<file path="src/rtl/display_mux_nseg.sv">
//============================================================================
// Module   : display_mux_nseg
// Purpose  : Time-multiplexed driver for NUM_DIGITS common-anode 7-segment
//            digits. Hex decode, per-digit decimal point, per-digit
//            blanking, dead-time guard between digits, PWM brightness and
//            frame-synchronous double buffering (no tearing).
// Options  : define LZ_SUPPRESS_EN to blank leading zero digits when a new
//            value is copied into the displayed (active) buffer.
// Revision : 1.0 - initial release
//============================================================================
`default_nettype none

module display_mux_nseg #(
    parameter int NUM_DIGITS  = 4,
    parameter int REFRESH_DIV = 1350,
    parameter int GUARD_CYC   = 16,
    parameter int PWM_BITS    = 4
) (
    input  logic                    clk,
    input  logic                    rst,
    input  logic                    load,
    input  logic [4*NUM_DIGITS-1:0] value,
    input  logic [NUM_DIGITS-1:0]   dp_in,
    input  logic [NUM_DIGITS-1:0]   blank_mask,
    input  logic [PWM_BITS-1:0]     brightness,
    output logic [NUM_DIGITS-1:0]   anodo,
    output logic [6:0]              seven,
    output logic                    dp,
    output logic                    frame_done,
    output logic                    pending
);

    //------------------------------------------------------------------------
    // Derived constants
    //------------------------------------------------------------------------
    localparam int SLOT_W = $clog2(REFRESH_DIV);
    localparam int IDX_W  = $clog2(NUM_DIGITS);

    localparam logic [SLOT_W-1:0] SLOT_LAST = SLOT_W'(REFRESH_DIV - 1);
    localparam logic [SLOT_W-1:0] GUARD_END = SLOT_W'(GUARD_CYC);
    localparam logic [IDX_W-1:0]  IDX_LAST  = IDX_W'(NUM_DIGITS - 1);

    localparam logic [6:0] SEG_OFF = 7'h7F;

    //------------------------------------------------------------------------
    // Scan state
    //------------------------------------------------------------------------
    logic [SLOT_W-1:0]   slot_cnt;
    logic [IDX_W-1:0]    idx;
    logic [PWM_BITS-1:0] pwm_cnt;
    logic                frame_edge;

    // Double buffer: shadow takes loads, active feeds the decoder
    logic [4*NUM_DIGITS-1:0] shadow_val;
    logic [NUM_DIGITS-1:0]   shadow_dp;
    logic [NUM_DIGITS-1:0]   shadow_blank;
    logic [4*NUM_DIGITS-1:0] active_val;
    logic [NUM_DIGITS-1:0]   active_dp;
    logic [NUM_DIGITS-1:0]   active_blank;

    // Blank masks as they should land in the active buffer
    logic [NUM_DIGITS-1:0]   load_blank_eff;
    logic [NUM_DIGITS-1:0]   shadow_blank_eff;

    // Currently scanned digit
    logic [3:0]              cur_nib;
    logic                    cur_dp;
    logic                    cur_blank;
    logic [NUM_DIGITS-1:0]   anode_sel;
    logic [6:0]              cur_seg;
    logic                    bright_full;
    logic                    anode_on;

    // Last cycle of the last digit slot: the frame boundary edge
    assign frame_edge = (slot_cnt == SLOT_LAST) && (idx == IDX_LAST);

    //------------------------------------------------------------------------
    // Hex to active-low segment pattern {g,f,e,d,c,b,a}
    //------------------------------------------------------------------------
    function automatic logic [6:0] hex_to_seg(input logic [3:0] nib);
        logic [6:0] seg;
        case (nib)
            4'h0:    seg = 7'b1000000;
            4'h1:    seg = 7'b1111001;
            4'h2:    seg = 7'b0100100;
            4'h3:    seg = 7'b0110000;
            4'h4:    seg = 7'b0011001;
            4'h5:    seg = 7'b0010010;
            4'h6:    seg = 7'b0000010;
            4'h7:    seg = 7'b1111000;
            4'h8:    seg = 7'b0000000;
            4'h9:    seg = 7'b0010000;
            4'hA:    seg = 7'b0001000;
            4'hB:    seg = 7'b0000011;
            4'hC:    seg = 7'b1000110;
            4'hD:    seg = 7'b0100001;
            4'hE:    seg = 7'b0000110;
            default: seg = 7'b0001110;
        endcase
        return seg;
    endfunction

`ifdef LZ_SUPPRESS_EN
    //------------------------------------------------------------------------
    // Leading-zero suppression: walk from the most significant digit down,
    // blanking zeros until a nonzero nibble or a lit decimal point is met.
    // Digit 0 always stays visible so a value of zero still shows "0".
    //------------------------------------------------------------------------
    function automatic logic [NUM_DIGITS-1:0] lz_blank(
        input logic [4*NUM_DIGITS-1:0] v,
        input logic [NUM_DIGITS-1:0]   d,
        input logic [NUM_DIGITS-1:0]   b
    );
        logic [NUM_DIGITS-1:0] r;
        logic                  sup;
        r   = b;
        sup = 1'b1;
        for (int k = NUM_DIGITS - 1; k >= 1; k--) begin
            if (sup && (v[4*k +: 4] == 4'h0) && !d[k]) begin
                r[k] = 1'b1;
            end else begin
                sup = 1'b0;
            end
        end
        return r;
    endfunction

    assign load_blank_eff   = lz_blank(value, dp_in, blank_mask);
    assign shadow_blank_eff = lz_blank(shadow_val, shadow_dp, shadow_blank);
`else
    // Zeros always display; only the explicit mask blanks a digit
    assign load_blank_eff   = blank_mask;
    assign shadow_blank_eff = shadow_blank;
`endif

    //------------------------------------------------------------------------
    // Slot counter, digit index and free-running PWM counter
    //------------------------------------------------------------------------
    always_ff @(posedge clk or negedge rst) begin
        if (!rst) begin
            slot_cnt <= '0;
            idx      <= '0;
            pwm_cnt  <= '0;
        end else begin
            pwm_cnt <= pwm_cnt + PWM_BITS'(1);
            if (slot_cnt == SLOT_LAST) begin
                slot_cnt <= '0;
                if (idx == IDX_LAST) begin
                    idx <= '0;
                end else begin
                    idx <= idx + IDX_W'(1);
                end
            end else begin
                slot_cnt <= slot_cnt + SLOT_W'(1);
            end
        end
    end

    //------------------------------------------------------------------------
    // Shadow/active buffers: loads land in shadow, shadow moves to active
    // only on the frame boundary; a load on the boundary goes straight in.
    //------------------------------------------------------------------------
    always_ff @(posedge clk or negedge rst) begin
        if (!rst) begin
            shadow_val   <= '0;
            shadow_dp    <= '0;
            shadow_blank <= '1;
            active_val   <= '0;
            active_dp    <= '0;
            active_blank <= '1;
            pending      <= 1'b0;
        end else if (frame_edge) begin
            if (load) begin
                shadow_val   <= value;
                shadow_dp    <= dp_in;
                shadow_blank <= blank_mask;
                active_val   <= value;
                active_dp    <= dp_in;
                active_blank <= load_blank_eff;
                pending      <= 1'b0;
            end else if (pending) begin
                active_val   <= shadow_val;
                active_dp    <= shadow_dp;
                active_blank <= shadow_blank_eff;
                pending      <= 1'b0;
            end
        end else if (load) begin
            // Last load before the boundary wins
            shadow_val   <= value;
            shadow_dp    <= dp_in;
            shadow_blank <= blank_mask;
            pending      <= 1'b1;
        end
    end

    //------------------------------------------------------------------------
    // Select nibble, dp, blank and anode position for the scanned digit
    //------------------------------------------------------------------------
    always_comb begin
        cur_nib   = 4'h0;
        cur_dp    = 1'b0;
        cur_blank = 1'b1;
        anode_sel = '1;
        for (int k = 0; k < NUM_DIGITS; k++) begin
            if (idx == IDX_W'(k)) begin
                cur_nib      = active_val[4*k +: 4];
                cur_dp       = active_dp[k];
                cur_blank    = active_blank[k];
                anode_sel[k] = 1'b0;
            end
        end
    end

    // Anode may be lit after the guard time and inside the PWM duty window
    assign bright_full = &brightness;
    assign anode_on    = (slot_cnt >= GUARD_END) &&
                         (bright_full || (pwm_cnt < brightness));
    assign cur_seg     = hex_to_seg(cur_nib);

    //------------------------------------------------------------------------
    // Registered pins: anode, segments and dp all move on the same edge
    //------------------------------------------------------------------------
    always_ff @(posedge clk or negedge rst) begin
        if (!rst) begin
            anodo      <= '1;
            seven      <= SEG_OFF;
            dp         <= 1'b1;
            frame_done <= 1'b0;
        end else begin
            anodo      <= anode_on ? anode_sel : '1;
            seven      <= cur_blank ? SEG_OFF : cur_seg;
            dp         <= cur_blank ? 1'b1 : ~cur_dp;
            frame_done <= frame_edge;
        end
    end

endmodule

`default_nettype wire

</file>
<file path="config.mk">
export PLATFORM = sky130hd
export DESIGN_NAME = display_mux_nseg
export DESIGN_NICKNAME = d
export VERILOG_FILES = /design/src/rtl/display_mux_nseg.sv
export SDC_FILE = /design/constraint.sdc
export NUM_CORES = 1
export LEC_CHECK = 0
export ABC_CLOCK_PERIOD_IN_PS = 3070
export BUFFER_PORTS_ARGS = -buffer_cell sky130_fd_sc_hd__buf_2
export CAP_MARGIN = 20
export CORE_MARGIN = 2
export CORE_UTILIZATION = 49
export CTS_BUF_LIST = sky130_fd_sc_hd__clkbuf_2
export CTS_CLUSTER_DIAMETER = 40
export DETAILED_ROUTE_END_ITERATION = 8
export HOLD_SLACK_MARGIN = 0.15
export PLACE_DENSITY = 0.66
export SLEW_MARGIN = 30
export SYNTH_ARGS = -nofsm -noshare
export SYNTH_HDL_FRONTEND = slang
export SYNTH_SLANG_ARGS = --single-unit
export TNS_END_PERCENT = 5
</file>
<file path="constraint.sdc">
create_clock -name clk -period 3.07 [get_ports clk]
set_input_delay 0.1535 -clock clk [delete_from_list [all_inputs] [get_ports clk]]
set_output_delay 0.1535 -clock clk [all_outputs]
set_load 0.05 [all_outputs]
</file>
==> results of run 1 <==
## kinds of logic after synthesis
| kind of cell | count (synthesis) | share of synthesized area |
|---|---|---|
| xor+xnor | 11 | 0.0263 |
| buf+inv | 23 | 0.0277 |
| compound gates | 36 | 0.0635 |
| mux | 52 | 0.179 |
| fa+ha+maj | 17 | 0.0581 |
| simple gates | 64 | 0.0987 |
| flops | 79 | 0.547 |
## how the worst min path moves through the flow
stage	end	slack, ns	cells after the start
detailed placement	active_dp[1]	0.36	1
global placement	shadow_dp[1]	0.37	1
finish	active_dp[1]	0.19	2
global route	anodo[2]	0.20	5
floorplan	active_dp[0]	-0.14	0
CTS	anodo[2]	0.20	5
## worst reg2reg max path: stages, from the launching register on
cell and delay (ns):
dfrtp_1 0.42, inv_1 0.08, ha_1 0.30, nor2b_1 0.26
a22oi_1 0.11, a21oi_1 0.44, inv_1 0.16, ha_1 0.34
nor3_1 0.20, a21oi_1 0.06, a32oi_1 0.19
## routing by layer
metal | up-vias | wire [µm] | share of wire
met5 | - | 0 | 0
met4 | 0 | 181 | 0.027
met3 | 16 | 257 | 0.038
met2 | 58 | 3010 | 0.45
met1 | 1145 | 3290 | 0.49
li1 | 1146 | - | -
## where the power goes
part	total, mW	leakage (nW)	internal, mW	switching [mW]
clock	0.637	0.0862	0.273	0.364
sequential	1.09	0.963	1.08	0.00727
combinational	0.127	1.07	0.0700	0.0569
## sequential cells by signal, summed over array words and instances (netlist names)
signal        cells
active_blank      4
active_dp         4
active_val       16
anodo             4
dp                1
frame_done        1
idx               2
pending           1
pwm_cnt           4
seven             7
shadow_blank      4
shadow_dp         4
shadow_val       16
slot_cnt         11
## final cells by class
class                           instances  area, µm²  share of cell area
Timing Repair Buffer                   75        534               0.121
Clock buffer                            9       45.0              0.0102
Inverter                               13       48.8              0.0111
Multi-Input combinational cell        180       1560               0.354
Sequential cell                        79       2000               0.454
Tap cell                               99        124              0.0281
Clock inverter                          7       96.3              0.0219
## cell usage after synthesis (all sizes together)
cell type | number | area [µm²]
dfrtp | 59 | 1480
mux2 | 48 | 616
dfstp | 20 | 526
ha | 17 | 213
nand2 | 14 | 52.6
inv | 13 | 48.8
nor2 | 13 | 48.8
o21ai | 9 | 45.0
a21oi | 8 | 40.0
clkbuf | 8 | 30.0
nand3 | 7 | 35.0
xnor2 | 6 | 52.6
xor2 | 5 | 43.8
mux2i | 4 | 40.0
nor3 | 4 | 20.0
nor4 | 4 | 40.0
o211ai | 4 | 30.0
or2 | 4 | 25.0
nand2b | 3 | 18.8
nand4 | 3 | 18.8
nor2b | 3 | 18.8
o221ai | 3 | 26.3
o22ai | 3 | 18.8
a211oi | 2 | 15.0
a22oi | 2 | 15.0
and2 | 2 | 12.5
buf | 2 | 22.5
nand3b | 2 | 27.5
nor4b | 2 | 17.5
or4 | 2 | 18.8
a211o | 1 | 8.76
a21o | 1 | 7.51
a32oi | 1 | 8.76
nor3b | 1 | 7.51
o22a | 1 | 8.76
o31a | 1 | 8.76
## what timing repair did
action / in CTS / in global routing
resized for setup: 0 / 0
hold buffers: 30 / 0
endpoints found under the hold margin: 111 / 0
==> flow_summary.toml, run 1 <==
[critical_path]
cp_top_family = "compound AO/OA/AOI/OAI gates"
required_ns = 3.51
cp_cell_sequence = "inv_1 > ha_1 > nor2b_1 > a22oi_1 > a21oi_1 > inv_1 > ha_1 > nor3_1 > a21oi_1 > a32oi_1"
reg2reg_slack_ns = 0.46
cp-startpoint = "idx[1]"
r2r-start = "idx[1]"
critPathCaptureType = "register"
path_depth = 10
rr_endpoint = "seven[3]"
worst_setup_path_start_kind = "register"
worst_path_largest_cell_delay_ns = 0.44
slowest_stage = "a21oi_1"
path_buf_inv = 2
worstPathArrival_ns = 3.05
endpoint = "seven[3]"
path_class = "register to register"
crit_fanout = 10
r2r_cells = 10

[route]
antenna_left = 0
via_count = 2365
vias_per_cell = 5.12
finalWirelength_um = 6740
wl_per_cell_um = 14.6
drc_errors = 0
drtIter0Drc = 127
drt_pass1_iterations = 4

[global_route]
busiest_layer = "met2"
grt_pass1_vias = 2372
grt_pass1_wl_um = 11600
grtUsageMet1 = 0.247
grt_use_met3 = 0.0392
grtUsageTotal = 0.179
grt_start_max_net_pins = 80
grt.met2_usage = 0.268
overflow = 0
antenna_found_initial = 0

[floorplan]
die_h_um = 90.5
dieArea_um2 = 8180
die_w_um = 90.5
initial_utilization = 0.505
core_um2 = 7250
io_pins = 45
fp-row-count = 31

[final_layout]
fin_util = 0.608
drive_gt1_frac = 0.372
final_cell_area_um2 = 4410
diodes = 0
final_common_cell = "dfrtp_1"
nets = 406
final_cells = 462
layout_common_cells = "59 x dfrtp_1, 43 x buf_2, 30 x dlygate4sd3_1"
n_fill_cell = 603
area_growth_pct = 20.4

[placed_design]
place_ws_ns = 0.515
placed_cells = 416
gp_congestion = 0.832
dp_hpwl_um = 4530
io_buffers = 44
placed_cell_area_um2 = 3960

[clocking]
clock_latency_ns = 0.51
cts.path.max_buffers = 2
cts_tree = "yes"
cts_setup_buffers = 0
clock_sinks = 79
cts-htree-levels = 3
root_buffer = "clkbuf_2"
path_clk_slew_ns = 0.22
cts_inserted_buffers = 9

[sta]
drv_slew = 0
setup_tns_ns = 0
finalHoldViolCount = 0
finalSetupViolCount = 0
max_slew.worst_pin.slew_ns = 0.677
rsz0062_at_grt = "false"
setup_slack_ns = 0.463
period_share = 0.849
fin_hold_ws_ns = 0.187
relSlewSlack = 0.549
max_freq_mhz = 384
skew_ns = 0.0183
period_minus_slack_ns = 2.61

[yosys]
yosysWarnings = 0
syn_inst = 282
avgSynthCellArea_um2 = 13.0
seq_area_frac_synth = 0.547
synth_seq_cells = 79
mappedNetlistArea_um2 = 3660
syn-num-nets = 330
synthDistinctLibCells = 41

[power_and_ir_drop]
ir_drop_mv = 0.228
power_density_nw_per_um2 = 419
leakage_nw = 2.12
power_mw = 1.85

[hold_path]
min_path_type = "input port to async pin"

[run]
maxCapViolations = 0

[outcome]
status = "finished, final reports clean"
Power figures use the tool's default switching activity.
==> run 2: changes to the inputs <==
--- a/config.mk
+++ b/config.mk
@@ -5,7 +5,8 @@
 export SDC_FILE = /design/constraint.sdc
 export NUM_CORES = 1
 export LEC_CHECK = 0
-export ABC_CLOCK_PERIOD_IN_PS = 3070
+export ABC_AREA = 1
+export ABC_CLOCK_PERIOD_IN_PS = 2450
 export BUFFER_PORTS_ARGS = -buffer_cell sky130_fd_sc_hd__buf_2
 export CAP_MARGIN = 20
 export CORE_MARGIN = 2
==> constraint.sdc (replaced) <==
create_clock -name clk -period 2.45 [get_ports clk]
set_input_delay 0.1225 -clock clk [delete_from_list [all_inputs] [get_ports clk]]
set_output_delay 0.1225 -clock clk [all_outputs]
set_load 0.05 [all_outputs]
==> run 2 against run 1 <==
  * Cell count up 43%
  * Synthesized cell count up 62%
  * Hold slack worse by 0.058 ns
  * First-iteration DRC count up 21%
  * Via count up 35%
  * Utilization up 1.5 points
==> flow_summary.toml, run 2 <==
[route]
antenna_left = 0
wl_per_cell_um = 12.0
via_count = 3199
drt_pass1_iterations = 5
drc_errors = 0
finalWirelength_um = 7930
drtIter0Drc = 154
vias_per_cell = 4.85

[clocking]
cts_setup_buffers = 0
path_clk_slew_ns = 0.23
cts_inserted_buffers = 9
cts-htree-levels = 3
clock_sinks = 79
cts.path.max_buffers = 2
clock_latency_ns = 0.53
cts_tree = "yes"
root_buffer = "clkbuf_2"

[final_layout]
final_common_cell = "nand2_1"
reg_top3 = "active_val (16), shadow_val (16), slot_cnt (11)"
layout_common_cells = "177 x nand2_1, 59 x dfrtp_1, 55 x nand3_1"
final_cell_area_um2 = 4740
diodes = 0
area_growth_pct = 24.6
drive_gt1_frac = 0.165
nets = 601

[power_and_ir_drop]
power.share.clock = 0.314
ir_drop_mv = 0.309
sw_frac_of_total = 0.253
leakage_nw = 2.56
seqPwrFrac = 0.605
intPower_mw = 1.67
p_comb_frac = 0.080
power_density_nw_per_um2 = 473
switching_power_mw = 0.568

[critical_path]
critPathCaptureType = "register"
reg2reg_slack_ns = 0.23
endpoint = "seven[3]"
rr_endpoint = "seven[3]"
worst_setup_path_start_kind = "register"
required_ns = 2.92
r2r-start = "idx[1]"
r2r_cells = 12
worstPathArrival_ns = 2.68
crit_fanout = 8
path_class = "register to register"
cp-startpoint = "idx[1]"

[global_route]
grt_pass1_wl_um = 13700
grt_pass1_vias = 3042
grtUsageMet1 = 0.273
grt_start_max_net_pins = 80
antenna_found_initial = 0
busiest_layer = "met2"
overflow = 0
grtUsageTotal = 0.203
grt_use_met3 = 0.0353
grt.met2_usage = 0.318

[yosys]
ys_top_cells_by_count = "177 x nand2_1, 59 x dfrtp_1, 55 x nand3_1"
synth-edff-count = 0
syn-num-nets = 504
avgSynthCellArea_um2 = 8.34
synth_top_area_share = 0.388
synth_fa_ha_area_frac = 0.0559
syn_inst = 456
synth-compound-area-share = 0.0382
mappedNetlistArea_um2 = 3800
synth_top_area_cell = "dfrtp_1"
synth-simple-area-share = 0.305
synthTopCellsByArea = "dfrtp_1 39%, nand2_1 17%, dfstp_2 14%, nand3_1 7.2%, ha_1 5.6%"
synth_top_family_by_area = "simple AND/OR/NAND/NOR gates"
synth.area.mux_share = 0
synth_xor_area_frac = 0.00691
seq_area_frac_synth = 0.526
synthDistinctLibCells = 28
async_reset_ff_frac = 1.00
yosysMostFrequentCell = "nand2_1"
yosysWarnings = 0
synthFlopType = "dfrtp_1"
synth_seq_cells = 79

[placed_design]
io_buffers = 44
dp_hpwl_um = 5200
placed_cell_area_um2 = 4090
gp_congestion = 0.911

[sta]
max_slew.worst_pin.slew_ns = 0.709
rsz0062_at_grt = "false"
period_minus_slack_ns = 2.22
setup_tns_ns = 0
drv_slew = 0
finalHoldViolCount = 0
max_freq_mhz = 451
finalSetupViolCount = 0
relSlewSlack = 0.527
period_share = 0.905
skew_ns = 0.0284

[floorplan]
die_w_um = 92.1
io_pins = 45
dieArea_um2 = 8480
core_um2 = 7610
die_h_um = 92.1
initial_utilization = 0.500
fp-row-count = 32

[hold_path]
min_path_type = "input port to async pin"

[outcome]
status = "finished, final reports clean"

[run]
maxCapViolations = 0
run 2: cell type report:
class | instances | area (µm²)
flip-flops and latches | 79 | 2000
repair buffers | 102 | 795
inverters | 41 | 154
well taps | 102 | 128
fillers | 656 | 2870
multi-input cells | 320 | 1540
clock inverters | 7 | 71.3
clock buffers | 9 | 45.0
run 2: routing by layer:
metal / wire length, µm / up-vias
met5: 0 / -
li1: - / 1630
met1: 3780 / 1473
met3: 305 / 17
met2: 3670 / 79
met4: 179 / 0
run 2: critical path, cell delays in order, from the launching register on:
cell	delay [ns]
dfrtp_1	0.45
inv_1	0.10
ha_1	0.33
inv_1	0.14
nand3_1	0.10
nand2_1	0.06
a21boi_0	0.24
buf_4	0.19
ha_1	0.19
inv_1	0.09
nand3_1	0.09
nand3_1	0.08
nand3_1	0.10
run 2: kinds of logic (layout without fill, tap and decap cells):
| kind of cell | after synthesis | after routing |
|---|---|---|
| AO/OA/AOI/OAI | 27 | 27 |
| flip-flops | 79 | 79 |
| AND/OR/NAND/NOR | 273 | 273 |
| adder cells (fa/ha/maj) | 17 | 17 |
| XOR/XNOR | 3 | 3 |
| buffers and inverters | 57 | 159 |
run 2: metrics by stage:
step           utilization  setup slack (ns)  std cells  power (mW)  hold WS, ns
2_1_floorplan            -             0.316        456        1.43       -0.173
3_3_place_gp         0.537             0.446        591        1.49        0.339
3_5_place_dp         0.537             0.342        591        1.49        0.344
4_1_cts              0.622             0.290        660        2.26        0.280
5_1_grt              0.623            0.0943        660        2.34        0.197
6_report             0.623             0.234        660        2.24        0.129
run 2: power groups by stage:
stage | Clock (mW) | Sequential, mW | Combinational, mW
after detailed placement | 0 | 1.38 | 0.117
after global routing | 0.776 | 1.36 | 0.205
final | 0.704 | 1.36 | 0.180
after CTS | 0.724 | 1.36 | 0.180
after global placement | 0 | 1.38 | 0.114
after floorplan | 0 | 1.38 | 0.0528
run 2: what timing repair did:
item / in CTS / in global routing
resized for setup: 0 / 0
hold buffers: 53 / 0
hold endpoints to repair: 112 / 0
run 2: how the worst min path moves through the flow:
stage,from,to,slack [ns],depth (start not counted)
detailed placement,rst,slot_cnt[4],0.34,1
CTS,rst,active_val[10],0.28,2
finish,rst,active_val[3],0.13,2
global placement,rst,slot_cnt[4],0.34,1
floorplan,rst,active_dp[0],-0.17,0
global route,rst,active_val[10],0.20,2
